**src/rtl/gb_lcd_capture.sv**
```systemverilog
// rtl/gb_lcd_capture.sv - Game Boy LCD bus capture into a linear framebuffer write port
module gb_lcd_capture #(
    parameter int FILTER_LEN = 4,
    parameter int DATA_DELAY = 5,
    parameter int FRAME_PIX  = 23040
) (
    input  logic        clk,
    input  logic        rst_n,
    input  logic [1:0]  idata,
    input  logic        iclk,
    input  logic        ihsync,
    input  logic        ivsync,
    output logic        wr_en,
    output logic [14:0] wr_addr,
    output logic [1:0]  wr_data,
    output logic        frame_start,
    output logic        frame_done,
    output logic        overflow
);
    localparam logic [14:0] FRAME_LIM = 15'(FRAME_PIX);
    localparam logic [14:0] LAST_PIX  = 15'(FRAME_PIX - 1);

    // control bit order: [0] iclk, [1] ihsync, [2] ivsync
    logic [2:0]  c_s1, c_s2, filt, flip;
    logic [2:0]  hist [FILTER_LEN-1];
    logic [1:0]  d_s1, d_s2;
    logic [1:0]  dly [DATA_DELAY];
    logic [14:0] ipixel;
    logic        clk_fall, hs_fall, vs_rise, pix_ev, do_write;

    // a filtered state flips only when the current and all remembered samples disagree with it
    always_comb begin
        flip = c_s2 ^ filt;
        for (int k = 0; k < FILTER_LEN - 1; k++) begin
            flip = flip & (hist[k] ^ filt);
        end
        clk_fall = filt[0] & flip[0];
        hs_fall  = filt[1] & flip[1];
        vs_rise  = ~filt[2] & flip[2];
        pix_ev   = hs_fall | (clk_fall & ~filt[1]);
        do_write = pix_ev & (ipixel < FRAME_LIM);
    end

    always_ff @(posedge clk or negedge rst_n) begin
        if (!rst_n) begin
            c_s1 <= '0;
            c_s2 <= '0;
            filt <= '0;
            d_s1 <= '0;
            d_s2 <= '0;
            for (int k = 0; k < FILTER_LEN - 1; k++) hist[k] <= '0;
            for (int k = 0; k < DATA_DELAY; k++) dly[k] <= '0;
        end else begin
            c_s1 <= {ivsync, ihsync, iclk};
            c_s2 <= c_s1;
            filt <= filt ^ flip;
            d_s1 <= idata;
            d_s2 <= d_s1;
            hist[0] <= c_s2;
            for (int k = 1; k < FILTER_LEN - 1; k++) hist[k] <= hist[k-1];
            dly[0] <= d_s2;
            for (int k = 1; k < DATA_DELAY; k++) dly[k] <= dly[k-1];
        end
    end

    always_ff @(posedge clk or negedge rst_n) begin
        if (!rst_n) begin
            wr_en       <= 1'b0;
            wr_addr     <= '0;
            wr_data     <= '0;
            frame_start <= 1'b0;
            frame_done  <= 1'b0;
            overflow    <= 1'b0;
            ipixel      <= '0;
        end else begin
            wr_en       <= do_write;
            frame_start <= vs_rise;
            frame_done  <= do_write && (ipixel == LAST_PIX);
            if (do_write) begin
                wr_addr <= ipixel;
                wr_data <= ~dly[DATA_DELAY-1];
            end
            // frame sync wins over a same-edge increment; the write above still uses the old address
            if (vs_rise) begin
                ipixel   <= '0;
                overflow <= 1'b0;
            end else begin
                if (do_write) ipixel <= ipixel + 15'd1;
                if (pix_ev && !do_write) overflow <= 1'b1;
            end
        end
    end
endmodule

```
**config.mk**
```make
export PLATFORM = sky130hd
export DESIGN_NAME = gb_lcd_capture
export DESIGN_NICKNAME = d
export VERILOG_FILES = /design/src/rtl/gb_lcd_capture.sv
export SDC_FILE = /design/constraint.sdc
export NUM_CORES = 1
export LEC_CHECK = 0
export CAP_MARGIN = 20
export CORE_MARGIN = 10
export CORE_UTILIZATION = 49
export DETAILED_ROUTE_END_ITERATION = 7
export PLACE_DENSITY = 0.75
export SLEW_MARGIN = 20
export SYNTH_ARGS = -nofsm -noshare
export SYNTH_HDL_FRONTEND = slang
export SYNTH_SLANG_ARGS = --single-unit
```
**constraint.sdc**
```tcl
create_clock -name clk -period 1.8 [get_ports clk]
set_input_delay 0.18 -clock clk [delete_from_list [all_inputs] [get_ports clk]]
set_output_delay 0.18 -clock clk [all_outputs]
set_load 0.02 [all_outputs]
```
Yosys cells after proc, flatten, opt, wreduce, memory -nomap -nowiden --
Cells that the tools add are included.
Storage, ports and cells: input bits 7, register bits after elaboration 68, output and inout bits 21, logic and storage cells 49
Operators by class: reduce and logical (&&, ||, !) cells 5, add/subtract/negate cells 1, mux-type cells 4, bitwise operators 17, equal/unequal tests 1, order comparisons 1
Operator list (number):
- 15-bit 2-to-1 mux | 2
- 15-bit by 1-bit adder with 15-bit output (second input constant) | 1
- 15-bit == test (second input constant) | 1
- 15-bit < comparator (second input constant) | 1
- 3-bit XOR | 5
- 3-bit AND | 3
- 1-bit AND | 5
- 2-bit nonzero test | 2
- 1-bit logical AND | 2
- 1-bit 2-to-1 mux | 2
- 1-bit inverter | 2
- 2-bit inverter | 1
- 1-bit logical NOT | 1
- 1-bit OR | 1

Longest topological paths before layout --
Gate-level depths: netlist (run 1).
word-level depth 12, mapped depth 7, depth with buffers taken out 5

Worst setup path before layout (run 1) --
No wires, ideal clock.
path type register to register, from register ipixel[9], to register ipixel[5], buffers on the path 2, slack 0.116 ns, stages on the path, launching flop included 7, required time 1.722 ns, data arrival time 1.606 ns, setup time 0.078 ns, clock period less this slack 1.684 ns, cell sequence dfrtp_1 -> buf_6 -> o211a_1 -> o21a_1 -> buf_6 -> or4_1 -> a21oi_1
Between the ends: longest elaborated chain between the ends 3
RTL lines:
- start, declared | line 28 | logic [14:0] ipixel;
- start signal, assigned | line 88 | if (do_write) ipixel <= ipixel + 15'd1;
- 15-bit < comparator | line 41 | do_write = pix_ev & (ipixel < FRAME_LIM);
- 1-bit AND | line 41
- 2-bit nonzero test (no line)
No other way between the ends. A chain may end at the register's enable or synchronous reset.

Final worst setup path (run 1) --
from register hist[4] in the netlist's numbering, to register ipixel[5]
Between the ends: longest elaborated chain between the ends 7
RTL lines:
- start, declared | line 25 | logic [2:0] hist [FILTER_LEN-1];
- 3-bit XOR | line 35 | flip = flip & (hist[k] ^ filt);
- 3-bit AND (2 in a row) | line 35
- 1-bit AND | line 38 | hs_fall = filt[1] & flip[1];
- 1-bit OR | line 40 | pix_ev = hs_fall | (clk_fall & ~filt[1]);
- 1-bit AND | line 41
- 2-bit nonzero test (no line)
No other way between the ends.

==> results of run 1 <==
## per-layer routing
layer | vias up | part of all wire [%] | GRT usage [%]
li1 | 825 | - | -
met1 | 875 | 44 | 14.3
met2 | 41 | 49 | 17.9
met3 | 7 | 6.1 | 5.13
met4 | 0 | 1.4 | 6.81
met5 | - | 0 | 0
## through the flow
stage	setup slack [ns]	hold slack [ns]
finish	0.0559	0.282
global route	-0.0231	0.267
CTS	0.00472	0.267
detailed placement	-0.0131	0.125
global placement	0.0479	0.125
floorplan	0.116	-0.116
## area by class of cell
class | count | area, µm²
sequential | 68 | 1700
fill | 401 | 1730
timing repair buffer | 48 | 468
tap | 70 | 87.6
clock inverter | 5 | 75.1
inverter | 7 | 26.3
multi-input combinational | 111 | 848
clock buffer | 11 | 141
## worst paths after layout
| path | end | depth (start not counted) | from |
|---|---|---|---|
| max reg2reg | ipixel[5] | 5 | hist[4] |
| max in group asynchronous | ipixel[12] | 3 | rst_n |
| max | ipixel[5] | 5 | hist[4] |
| min | c_s1[0] | 1 | iclk |
| min reg2reg | dly[2] | 0 | dly[4] |
| min in group asynchronous | ipixel[9] | 2 | rst_n |
## placed cells by master, fill, tap and decap left out, types with 2 or more instances in the layout
cell type,n
dfrtp_1,68
clkdlybuf4s50_1,26
buf_4,17
mux2_2,13
o31ai_1,11
a21oi_1,11
o21ai_0,11
clkbuf_8,10
or4_1,8
inv_1,7
nand3_1,7
nand2_1,6
and3_1,4
and4_1,3
nor4_1,3
nand4_1,3
clkinv_2,3
or4_4,2
a21oi_2,2
a31oi_1,2
nor2_1,2
bufinv_16,2
buf_12,2
## worst max-delay path, delay by kind of cell, from the launching register on
kind	cells	cell delay, ns
flops	1	0.42
compound gates	2	0.32
buf+inv	1	0.17
simple gates	2	0.77
## power by group through the flow
stage	registers, W	logic [W]	clock network [W]
after floorplan	0.00179	0.000113	0
after global placement	0.00173	0.000413	0
after detailed placement	0.00173	0.000417	0
after CTS	0.00170	0.000420	0.00137
after global routing	0.00172	0.000473	0.00146
final	0.00171	0.000431	0.00135
## logic make-up (layout without fill, tap and decap cells)
| logic type | Yosys count | in the layout |
|---|---|---|
| adder cells (fa/ha/maj) | 1 | 1 |
| AO/OA/AOI/OAI | 48 | 48 |
| AND/OR/NAND/NOR | 48 | 48 |
| flip-flops | 68 | 68 |
| multiplexers | 14 | 14 |
| buffers and inverters | 17 | 71 |
## state kept, by name (all words and copies together), names as in the netlist, named ones only
name,cells
c_s2,3
ipixel,15
frame_start,1
overflow,1
c_s1,3
dly,10
hist,9
d_s2,2
wr_addr,15
frame_done,1
wr_en,1
d_s1,2
wr_data,2
## repair_timing
| action | in CTS | in global routing |
|---|---|---|
| resized for setup | 1 | 15 |
| setup buffers | 0 | 4 |
| setup endpoints to repair | 3 | 13 |
| hold buffers | 1 | 0 |
| endpoints found under the hold margin | 15 | 0 |
| pin swaps | 0 | 3 |
| gates cloned | 0 | 1 |
==> impl_metrics.yaml, run 1 <==
timing:
  clock.fmax_mhz: 573
  finalSetupViolCount: 0
  hold_viol: 0
  finalMaxSlewViolations: 0
  worst_pin_slew_ns: 0.536
  period_needed_ns: 1.74
  fin_setup_tns_ns: 0
  post-route-period-util_pct: 96.9
  skew_ns: 0.00884
  slew_headroom_pct: 64.2
floorplanning:
  die_y_um: 92.2
  io-pin-count: 28
  die_w_um: 92.2
  die_area_mm2: 0.00850
  initial_core_util_pct: 50.3
  core_area_mm2: 0.00507
  num_rows: 26
logic_synthesis:
  yosysSeqAreaShare_pct: 66.7
  synth_top_area_share_pct: 66.7
  synth_cell_types: 38
  ys_ff_latch: 68
  postSynthCellCount: 196
  synth_compound_area_share_pct: 12.1
  netlist_top_cells_count: "dfrtp_1, a21oi_1, mux2_2, o21ai_0, o31ai_1"
  synth_fa_ha_area_share_pct: 0.490
  synth_nets: 204
  synth_top_family_by_area: "compound AO/OA/AOI/OAI gates"
  avgSynthCellArea_um2: 13.0
  synth.most_common_cell: "dfrtp_1"
  synth_area_leaders: "dfrtp_1, mux2_2, o31ai_1"
  ys_warn_count: 0
  synth_edf_count: 0
  synthArstFlopShare_pct: 100
  synth_area_mm2: 0.00255
  yosys_most_used_dff: "dfrtp_1"
  synthMuxAreaShare_pct: 6.13
  synth_xor_area_share_pct: 0
  synth_top_area_cell: "dfrtp_1"
  synth_simple_gate_area_share_pct: 11.5
global_route:
  track_usage_pct: 12.0
  grt_max_degree: 34
  grt_pass1_wl_mm: 8.11
  gr-total-overflow: 0
  grt_pass1_vias: 1711
  grt_antenna_before_repair: 0
final_layout:
  stdcell_count: 320
  drive_above_1_share_pct: 24.8
  syn_to_final_growth_pct: 31.2
  antenna_cells: 0
  fin_util_pct: 66.0
  final_cell_area_mm2: 0.00335
  fin_nets: 253
power:
  combPwrFrac_pct: 12.3
  vdd_drop_max_mv: 0.695
  pwr_density_cell_mw_per_mm2: 1040
  p_switching_w: 0.000816
  swShare_pct: 23.4
  seqPwrFrac_pct: 48.9
  p_int_w: 0.00267
  power_leakage_nw: 1.50
  power_w: 0.00349
  clkPwrFrac_pct: 38.7
drt:
  avgRoutedWirePerCell_um: 15.6
  routed_wl_mm: 4.98
  firstDrtPassIters: 4
  drt-initial-drc-count: 140
  vias: 1748
  drc: 0
  final_antenna_net_count: 0
  vias_per_cell: 5.46
critical_path:
  crit_arrival_ns: 2.00
  slowest_stage: "or4_1"
  crit_chain: "nor3_4 -> a32oi_4 -> buf_12 -> or4_1 -> a21oi_1"
  r2r_slack_ns: 0.06
  endpoint_kind: "flop"
  critical_path_required_ns: 2.06
  slowest_delay_ns: 0.52
  crit_fanout: 15
  worst-setup-path-type: "flop to flop"
  worstSetupStartpointType: "flop"
placement:
  place_hpwl_mm: 3.13
  placed_cells: 298
  numPortBuffers: 27
  placed_cell_area_mm2: 0.00299
  gp_congestion: 0.846
flow_run:
  maxCapViolCount: 0
clock_network:
  cts_root_buf: "clkbuf_8"
  cts_made_buffers: 9
  cts_max_level: 3
  clk_path_buf_depth: 2
  insertion_delay_ns: 0.33
  path_clk_slew_ns: 0.07
  cts.sinks: 68
  tritoncts: "yes"
run_status:
  status: "complete, no violations"
worst_hold_path:
  hp-class: "input pin to flop"
Power figures use the tool's default switching activity.
==> run 2: changes to the inputs <==
--- a/config.mk
+++ b/config.mk
@@ -6,10 +6,12 @@
 export NUM_CORES = 1
 export LEC_CHECK = 0
 export CAP_MARGIN = 20
+export CORE_ASPECT_RATIO = 2
 export CORE_MARGIN = 10
-export CORE_UTILIZATION = 49
+export CORE_UTILIZATION = 59
 export DETAILED_ROUTE_END_ITERATION = 7
-export PLACE_DENSITY = 0.75
+export MAX_ROUTING_LAYER = met4
+export PLACE_DENSITY = 0.84
 export SLEW_MARGIN = 20
 export SYNTH_ARGS = -nofsm -noshare
 export SYNTH_HDL_FRONTEND = slang
==> constraint.sdc (replaced) <==
create_clock -name clk -period 2.17 [get_ports clk]
set_input_delay 0.217 -clock clk [delete_from_list [all_inputs] [get_ports clk]]
set_output_delay 0.217 -clock clk [all_outputs]
set_load 0.02 [all_outputs]
==> run 2 against run 1 <==
Against the previous run:
- critical path depth is 1 lower
- core utilization is 8.3 points higher
- fmax is 13% lower
- non-clock buffer count is 18 lower
- first-iteration DRC count is 29% lower
- clock skew is 0.00072 ns lower
==> impl_metrics.yaml, run 2 (synthesis results as in run 1) <==
run_status:
  status: "complete, no violations"
clock_network:
  insertion_delay_ns: 0.34
  cts.sinks: 68
  clk_path_buf_depth: 2
  tritoncts: "yes"
  cts_root_buf: "clkbuf_8"
  cts_max_level: 3
  ctsResizeCount: 0
  path_clk_slew_ns: 0.07
  cts_made_buffers: 9
critical_path:
  rr_startpoint: "ipixel[9]"
  cp_top_family: "compound AO/OA/AOI/OAI gates"
  r2r_end: "ipixel[5]"
  endpoint_kind: "flop"
  r2r_cells: 4
  crit_arrival_ns: 2.27
  worst-setup-path-type: "flop to flop"
  crit_chain: "o211a_1 -> o21a_1 -> or4_1 -> a21oi_1"
  slowest_stage: "or4_1"
  worstSetupStartpointType: "flop"
  slowest_delay_ns: 0.59
  r2r_slack_ns: 0.16
  path_buf_inv: 0
  critical_path_required_ns: 2.42
  cp-startpoint: "ipixel[9]"
  crit_fanout: 22
floorplanning:
  die_w_um: 66.5
  io-pin-count: 28
  num_rows: 33
  die_y_um: 113
  core_area_mm2: 0.00413
  initial_core_util_pct: 61.8
  die_area_mm2: 0.00752
placement:
  numPortBuffers: 27
  gp_congestion: 0.823
  place_hpwl_mm: 3.55
  placed_cell_area_mm2: 0.00286
  placed_cells: 267
global_route:
  grt_pass1_wl_mm: 8.85
  grt_max_degree: 41
  grt_antenna_before_repair: 0
  grt_pass1_vias: 1899
  gr-total-overflow: 0
  track_usage_pct: 15.7
timing:
  finalMaxSlewViolations: 0
  finalSetupViolCount: 0
  period_needed_ns: 2.01
  worst_pin_slew_ns: 0.699
  clock.fmax_mhz: 497
  fin_setup_tns_ns: 0
  hold_viol: 0
  skew_ns: 0.00812
  post-route-period-util_pct: 92.7
  slew_headroom_pct: 53.4
  rsz0062_at_grt: "no"
final_layout:
  top_regs: "ipixel: 15 flops, wr_addr: 15 flops, dly: 10 flops"
  syn_to_final_growth_pct: 20.1
  fin_util_pct: 74.3
  regArea_mm2: 0.00170
  final_cell_area_mm2: 0.00307
  num-fill-cells: 274
  fin_nets: 235
  layout_common_cells: "dfrtp_1, clkdlybuf4s50_1, a21oi_1, mux2_2, o21ai_0"
  final_common_cell: "dfrtp_1"
  antenna_cells: 0
  drive_above_1_share_pct: 14.7
  stdcell_count: 284
  multi_input_area_um2: 769
drt:
  vias: 1762
  vias_per_cell: 6.20
  final_antenna_net_count: 0
  firstDrtPassIters: 4
  avgRoutedWirePerCell_um: 19.0
  routed_wl_mm: 5.40
  drc: 0
  drt-initial-drc-count: 100
flow_run:
  maxCapViolCount: 0
worst_hold_path:
  worstHoldPathCells: 1
  min_to: "d_s1[1]"
  hp-class: "input pin to flop"
  hp-start: "idata[1]"
power:
  vdd_drop_max_mv: 0.789
  power_leakage_nw: 1.36
  pwr_density_cell_mw_per_mm2: 894
run 2: through the flow:
stage,setup WS (ns),hold slack (ns),total power [W]
after floorplan,0.486,-0.0786,0.00158
after global placement,0.307,0.261,0.00173
after detailed placement,0.223,0.272,0.00175
after CTS,0.150,0.311,0.00277
after global routing,0.0458,0.318,0.00285
final,0.158,0.312,0.00274
run 2: area by class of cell:
cell class | instances | share of cell area [%]
sequential | 68 | 55.5
multi-input combinational | 111 | 25.1
timing repair buffer | 30 | 9.87
clock buffer | 10 | 4.49
tap | 52 | 2.12
clock inverter | 6 | 2.08
inverter | 7 | 0.857
run 2: how the worst max path moves through the flow:
stage | end | depth (start not counted)
5_1_grt | ipixel[10] | 5
4_1_cts | ipixel[5] | 4
6_report | ipixel[5] | 4
3_5_place_dp | ipixel[7] | 4
2_1_floorplan | ipixel[5] | 6
3_3_place_gp | ipixel[7] | 4
run 2: power by group:
part / internal [W] / switching [W]
sequential: 0.00136 / 0.0000736
combinational: 0.000137 / 0.000155
clock: 0.000559 / 0.000453
run 2: per-layer routing:
| layer | track usage, % | share of wire [%] |
|---|---|---|
| met1 | 15.6 | 36 |
| met2 | 26.1 | 55 |
| met3 | 3.75 | 4.1 |
| met4 | 10.3 | 3.9 |
| met5 | - | 0 |
run 2: repair_timing:
action / in CTS / in global routing
endpoints found under the hold margin: 28 / 0
setup buffers: 0 / 0
hold buffers: 1 / 0
